`config.mk`:
```
export PLATFORM = sky130hd
export DESIGN_NAME = channel_serializer
export DESIGN_NICKNAME = d
export VERILOG_FILES = /design/src/rtl/channel_serializer.sv
export SDC_FILE = /design/constraint.sdc
export NUM_CORES = 1
export LEC_CHECK = 0
export ABC_AREA = 0
export BUFFER_PORTS_ARGS = -buffer_cell sky130_fd_sc_hd__buf_2
export CAP_MARGIN = 20
export CORE_MARGIN = 2
export CORE_UTILIZATION = 55
export CTS_CLUSTER_SIZE = 24
export DETAILED_ROUTE_END_ITERATION = 10
export HOLD_SLACK_MARGIN = 0.15
export PLACE_DENSITY = 0.8
export SLEW_MARGIN = 20
export SYNTH_ARGS = -nofsm -noshare
export SYNTH_HDL_FRONTEND = slang
export SYNTH_SLANG_ARGS = --single-unit
```
`constraint.sdc`:
```
create_clock -name clk -period 3.9 [get_ports clk]
set_clock_uncertainty 0.2 [all_clocks]
set_input_delay 0.195 -clock clk [delete_from_list [all_inputs] [get_ports clk]]
set_output_delay 0.195 -clock clk [all_outputs]
set_load 0.02 [all_outputs]
```
`src/rtl/channel_serializer.sv`:
```
// channel_serializer: splits one NIN-bit channel word into K = ceil(NIN/NOUT)
// NOUT-bit slices. The output slice is taken directly from a shift register,
// so there is no combinational path from in_d_i to out_d_o.
//
// state  | meaning
// -------+-------------------------------------------------------------
// S_IDLE | no word held; out_v_o low, in_a_o follows in_v_i
// S_SEND | presenting slice idx_q; advances on out_a_i, reloads on last
module channel_serializer #(
   parameter int NIN       = 24,
   parameter int NOUT      = 8,
   parameter bit MSB_FIRST = 1'b1
) (
   input  logic            clk,
   input  logic            reset_n,
   input  logic [NIN-1:0]  in_d_i,
   input  logic            in_v_i,
   output logic            in_a_o,
   output logic [NOUT-1:0] out_d_o,
   output logic            out_v_o,
   input  logic            out_a_i,
   output logic            last_o
);

   localparam int K    = (NIN + NOUT - 1) / NOUT;
   localparam int W    = K * NOUT;
   localparam int PAD  = W - NIN;
   localparam int LOGK = (K > 1) ? $clog2(K) : 1;

   localparam logic [0:0] S_IDLE = 1'b0;
   localparam logic [0:0] S_SEND = 1'b1;

   localparam logic [LOGK-1:0] IDX_LAST = LOGK'(K - 1);

   logic [0:0]      state_q, state_d;
   logic [LOGK-1:0] idx_q,   idx_d;
   logic [W-1:0]    shreg_q, shreg_d;

   logic [W-1:0]    padded;
   logic [W-1:0]    shifted;
   logic            at_last;

   // Zero padding lands on the side that is emitted last, so the word's
   // meaningful bits always lead the slice stream.
   assign padded  = MSB_FIRST ? (W'(in_d_i) << PAD) : W'(in_d_i);
   assign shifted = MSB_FIRST ? (shreg_q << NOUT) : (shreg_q >> NOUT);
   assign at_last = (idx_q == IDX_LAST);

   // Next-state, shift and acknowledge logic.
   always_comb begin
      state_d = state_q;
      idx_d   = idx_q;
      shreg_d = shreg_q;
      in_a_o  = 1'b0;
      case (state_q)
         S_IDLE: begin
            if (in_v_i) begin
               in_a_o  = 1'b1;
               shreg_d = padded;
               idx_d   = '0;
               state_d = S_SEND;
            end
         end
         S_SEND: begin
            if (out_a_i) begin
               if (!at_last) begin
                  idx_d   = idx_q + LOGK'(1);
                  shreg_d = shifted;
               end else if (in_v_i) begin
                  // Back-to-back reload: next word's first slice follows
                  // the current word's last slice with no bubble.
                  in_a_o  = 1'b1;
                  shreg_d = padded;
                  idx_d   = '0;
               end else begin
                  state_d = S_IDLE;
               end
            end
         end
         default: begin
            state_d = S_IDLE;
            idx_d   = '0;
         end
      endcase
   end

   // State registers; reset discards any word in flight.
   always_ff @(posedge clk or negedge reset_n) begin
      if (!reset_n) begin
         state_q <= S_IDLE;
         idx_q   <= '0;
         shreg_q <= '0;
      end else begin
         state_q <= state_d;
         idx_q   <= idx_d;
         shreg_q <= shreg_d;
      end
   end

   assign out_d_o = MSB_FIRST ? shreg_q[W-1 -: NOUT] : shreg_q[NOUT-1:0];
   assign out_v_o = (state_q == S_SEND);
   assign last_o  = out_v_o & at_last;

endmodule

```
* After elaboration in Yosys (flattened, before gate mapping)
Index checks and enable logic that the tools add are counted. Widths: inputs -> output; s select.
Storage, ports and cells: register bits after elaboration 27, input bits 28, logic and storage cells 23
Operators by class: $add $sub $neg 1, equal/unequal tests 2, multiplexer cells 15, bitwise gates (word level) 2
Operators with widths (count):
- $mux 24 | 3
- $pmux 24 s2 | 1
- $mux 2 | 3
- $mux 1 | 5
- $pmux 1 s2 | 2
- $pmux 2 s2 | 1
- $add 2x1->2 const B | 1
- $eq 2x2->1 const B | 1
- $ne 2x2->1 const B | 1
- $and 1x1->1 | 1
- $not 1->1 | 1

* Logic depth before layout (Yosys ltp)
depth after elaboration 4, gate-level depth with buffers 6, mapped depth without buffers 3

* Least setup slack after synthesis
No wires, ideal clock.
path type reg2out, start point reg state_q, in the netlist out_v_o, end point out in_a_o, arrival 1.274 ns, data required time 3.505 ns, setup slack 2.231 ns, cell stages (with the launch flop) 5, path through dfrtp_1 buf_2 a21boi_2 buf_6 nor2_1
Between the ends: longest elaborated chain between the ends 2
RTL lines:
- start, declared | RTL line 35 | logic [0:0] state_q, state_d;
- start signal, assigned | RTL line 94 | state_q <= state_d;
- $not 1->1
- $pmux 1 s2 (*) | RTL line 55 | case (state_q)
- end, declared | RTL line 18 | output logic in_a_o,
Mark *: on every way between the ends. The rest lies on a longest branch, timed or not.

* Final worst setup path
start point reg idx_q[1], end point out in_a_o
Between the ends: longest elaborated chain between the ends 4
RTL lines:
- start, declared | RTL line 36 | logic [LOGK-1:0] idx_q, idx_d;
- start signal, assigned | RTL line 95 | idx_q <= idx_d;
- $eq 2x2->1 | RTL line 47 | assign at_last = (idx_q == IDX_LAST);
- $mux 1 | RTL line 66 | if (!at_last) begin
- $mux 1 | RTL line 65 | if (out_a_i) begin
- $pmux 1 s2 | RTL line 55
Every way passes these cells.

==> out/qor.csv <==
metric,value,unit
post-route-period-util,0.611,
drt_iter0_drc,34,
cts.clk_slew.worst_paths,150,ps
total_power,0.00110,W
maxSlewHeadroom,0.323,
finalHoldViolations,0,
area_delta_synth_final,24.9,%
post_cts_buffers,0,
finalWorstSetupSlack,1520,ps
seqPwrFrac,0.437,
seq_area_frac_synth,0.432,
syn_inst,155,
fill_cells,214,
async_reset_ff_frac,1.00,
grt_overflow_total,0,
drv_slew,0,
intPower,0.000638,W
die_x,57.3,um
synth_cell_types,23,
synth.avg_cell_area,10.1,um^2
synth-main-ff-cell,dfrtp_1,
synth_top_area_share,0.432,
synth_edf_count,0,
place_ws,1880,ps
core_area,2730,um^2
drc,0,
critPathLaunchType,register,
synth_area_leaders,"dfrtp_1 (43%), mux2i_1 (12%), o221ai_2 (9.6%), inv_1 (4.3%), nand2_1 (4.1%)",
cts_hold_buf,27,
hpwl,2260,um
grt_start_max_net_pins,28,
hp-class,in2async,
vias,1284,
powerDensity,564,nW/um^2
clockBufferDepth,2,
p_sw_frac,0.420,
fp.dieH,57.3,um
r2r-end,shreg_q[7]$_DFFE_PN0P_,
synthTopCellsByCount,"dfrtp_1 (27), mux2i_1 (19), inv_1 (18)",
dr.pass1.iters,4,
r2r_cells,4,
p_leak,0.923,nW
via_per_inst,5.44,
grt_pass1_vias,1263,
diodes,0,
start_util,0.572,
ir_drop,0.418,mV
drive_gt1_frac,0.273,
p_comb_frac,0.453,
r2r_setup_slack,1570,ps
rows,19,
fmax,420,MHz
grt_setup_unrepaired,false,
clock_sinks,27,
grt_first_pass_wirelength,5700,um
tightest_slew,1010,ps
ctsResizeCount,0,
io_pins,39,
track_usage,0.222,
ant_nets,0,
maxCapViolCount,0,
io_buffers,38,
cts-root-buf,clkbuf_4,
p_switching,0.000462,W
cts_tree,built,
end_kind,output port,
setup_viol,0,
yosys_warnings,0,
clk_latency,320,ps
path_max_fanout,18,
tns,0,ps
fin_crit,2380,ps
die_area,3280,um^2
arrival,1990,ps
wire_per_inst,14.4,um
power_frac_clock,0.109,
yosys.area.top_type,dfrtp_1,
synth_nets,183,
outcome,"complete, no violations",
crit_type,reg2out,
gp_congestion,0.787,
cp.required,3500,ps
cts_buffers,3,
h-tree-depth,1,
finalWirelength,3410,um
netlist_area,1560,um^2
yosysMostFrequentCell,dfrtp_1,
antenna_found_initial,0,
worstReg2RegStart,out_v_o$_DFF_PN0_,
final_nets,234,
synth_seq_cells,27,
==> worst max path at each step <==
stage | endpoint | start | slack (ps)
floorplan | in_a_o | out_v_o$_DFF_PN0_ | 2230
global placement | in_a_o | idx_q[1]$_DFFE_PN0P_ | 1940
detailed placement | shreg_q[11]$_DFFE_PN0P_ | idx_q[0]$_DFFE_PN0P_ | 1880
CTS | in_a_o | idx_q[1]$_DFFE_PN0P_ | 1520
global route | in_a_o | idx_q[1]$_DFFE_PN0P_ | 1350
finish | in_a_o | idx_q[1]$_DFFE_PN0P_ | 1520
==> through the flow <==
step / util / std cells / hold slack (ps) / cell area, um^2
2_1_floorplan: - / 155 / -301 / 1560
3_3_place_gp: 0.601 / 204 / 28.6 / 1640
3_5_place_dp: 0.601 / 204 / 42.1 / 1640
4_1_cts: 0.710 / 235 / 163 / 1940
5_1_grt: 0.714 / 236 / 214 / 1950
6_report: 0.714 / 236 / 200 / 1950
==> per-layer routing <==
| layer | track usage | vias up | routed length, um |
|---|---|---|---|
| met5 | 0 | - | 0 |
| met2 | 0.373 | 32 | 1710 |
| li1 | - | 634 | - |
| met1 | 0.306 | 616 | 1570 |
| met4 | 0.0498 | 0 | 13 |
| met3 | 0.0340 | 2 | 112 |
==> cells in the final DEF (no fill, tap or decap), drive strengths merged, types with 5 or more instances in the layout <==
cell / instances
o21ai: 9
nand2: 17
dlygate4sd3: 28
inv: 18
mux2i: 19
dfrtp: 27
buf: 39
nand3: 5
a21oi: 6
o221ai: 16
==> worst max-delay path: stages, from the launching register on <==
cell and delay (ps):
dfrtp_1 410, nor2b_1 210, a21boi_2 790, nor2_1 80, buf_2 200
==> flip-flops by register name (all words and copies together) (netlist names) <==
name and flops:
out_v_o 1, idx_q 2, shreg_q 24
==> logic make-up (layout without fill, tap and decap cells) <==
kind of cell	Yosys count	after routing	synth area share
buffers and inverters	39	89	0.143
AOI/OAI and AO/OA	35	35	0.202
and+or+nand+nor	35	35	0.102
DFF	27	27	0.432
muxes	19	19	0.122
==> power by group through the flow <==
| stage | logic (W) | clock network (W) | registers [W] |
|---|---|---|---|
| finish | 0.000499 | 0.000120 | 0.000481 |
| CTS | 0.000500 | 0.000126 | 0.000478 |
| global placement | 0.000453 | 0 | 0.000475 |
| global route | 0.000547 | 0.000135 | 0.000496 |
| detailed placement | 0.000470 | 0 | 0.000485 |
| floorplan | 0.000456 | 0 | 0.000460 |
==> layout make-up <==
| class | instances | area [um^2] | share of cell area |
|---|---|---|---|
| Timing Repair Buffer | 67 | 478 | 0.245 |
| Multi-Input combinational cell | 89 | 664 | 0.340 |
| Sequential cell | 27 | 676 | 0.346 |
| Clock buffer | 3 | 22.5 | 0.0115 |
| Inverter | 18 | 67.6 | 0.0346 |
| Clock inverter | 1 | 5.00 | 0.00256 |
| Tap cell | 31 | 38.8 | 0.0199 |
(Power assumes the default switching activity.)
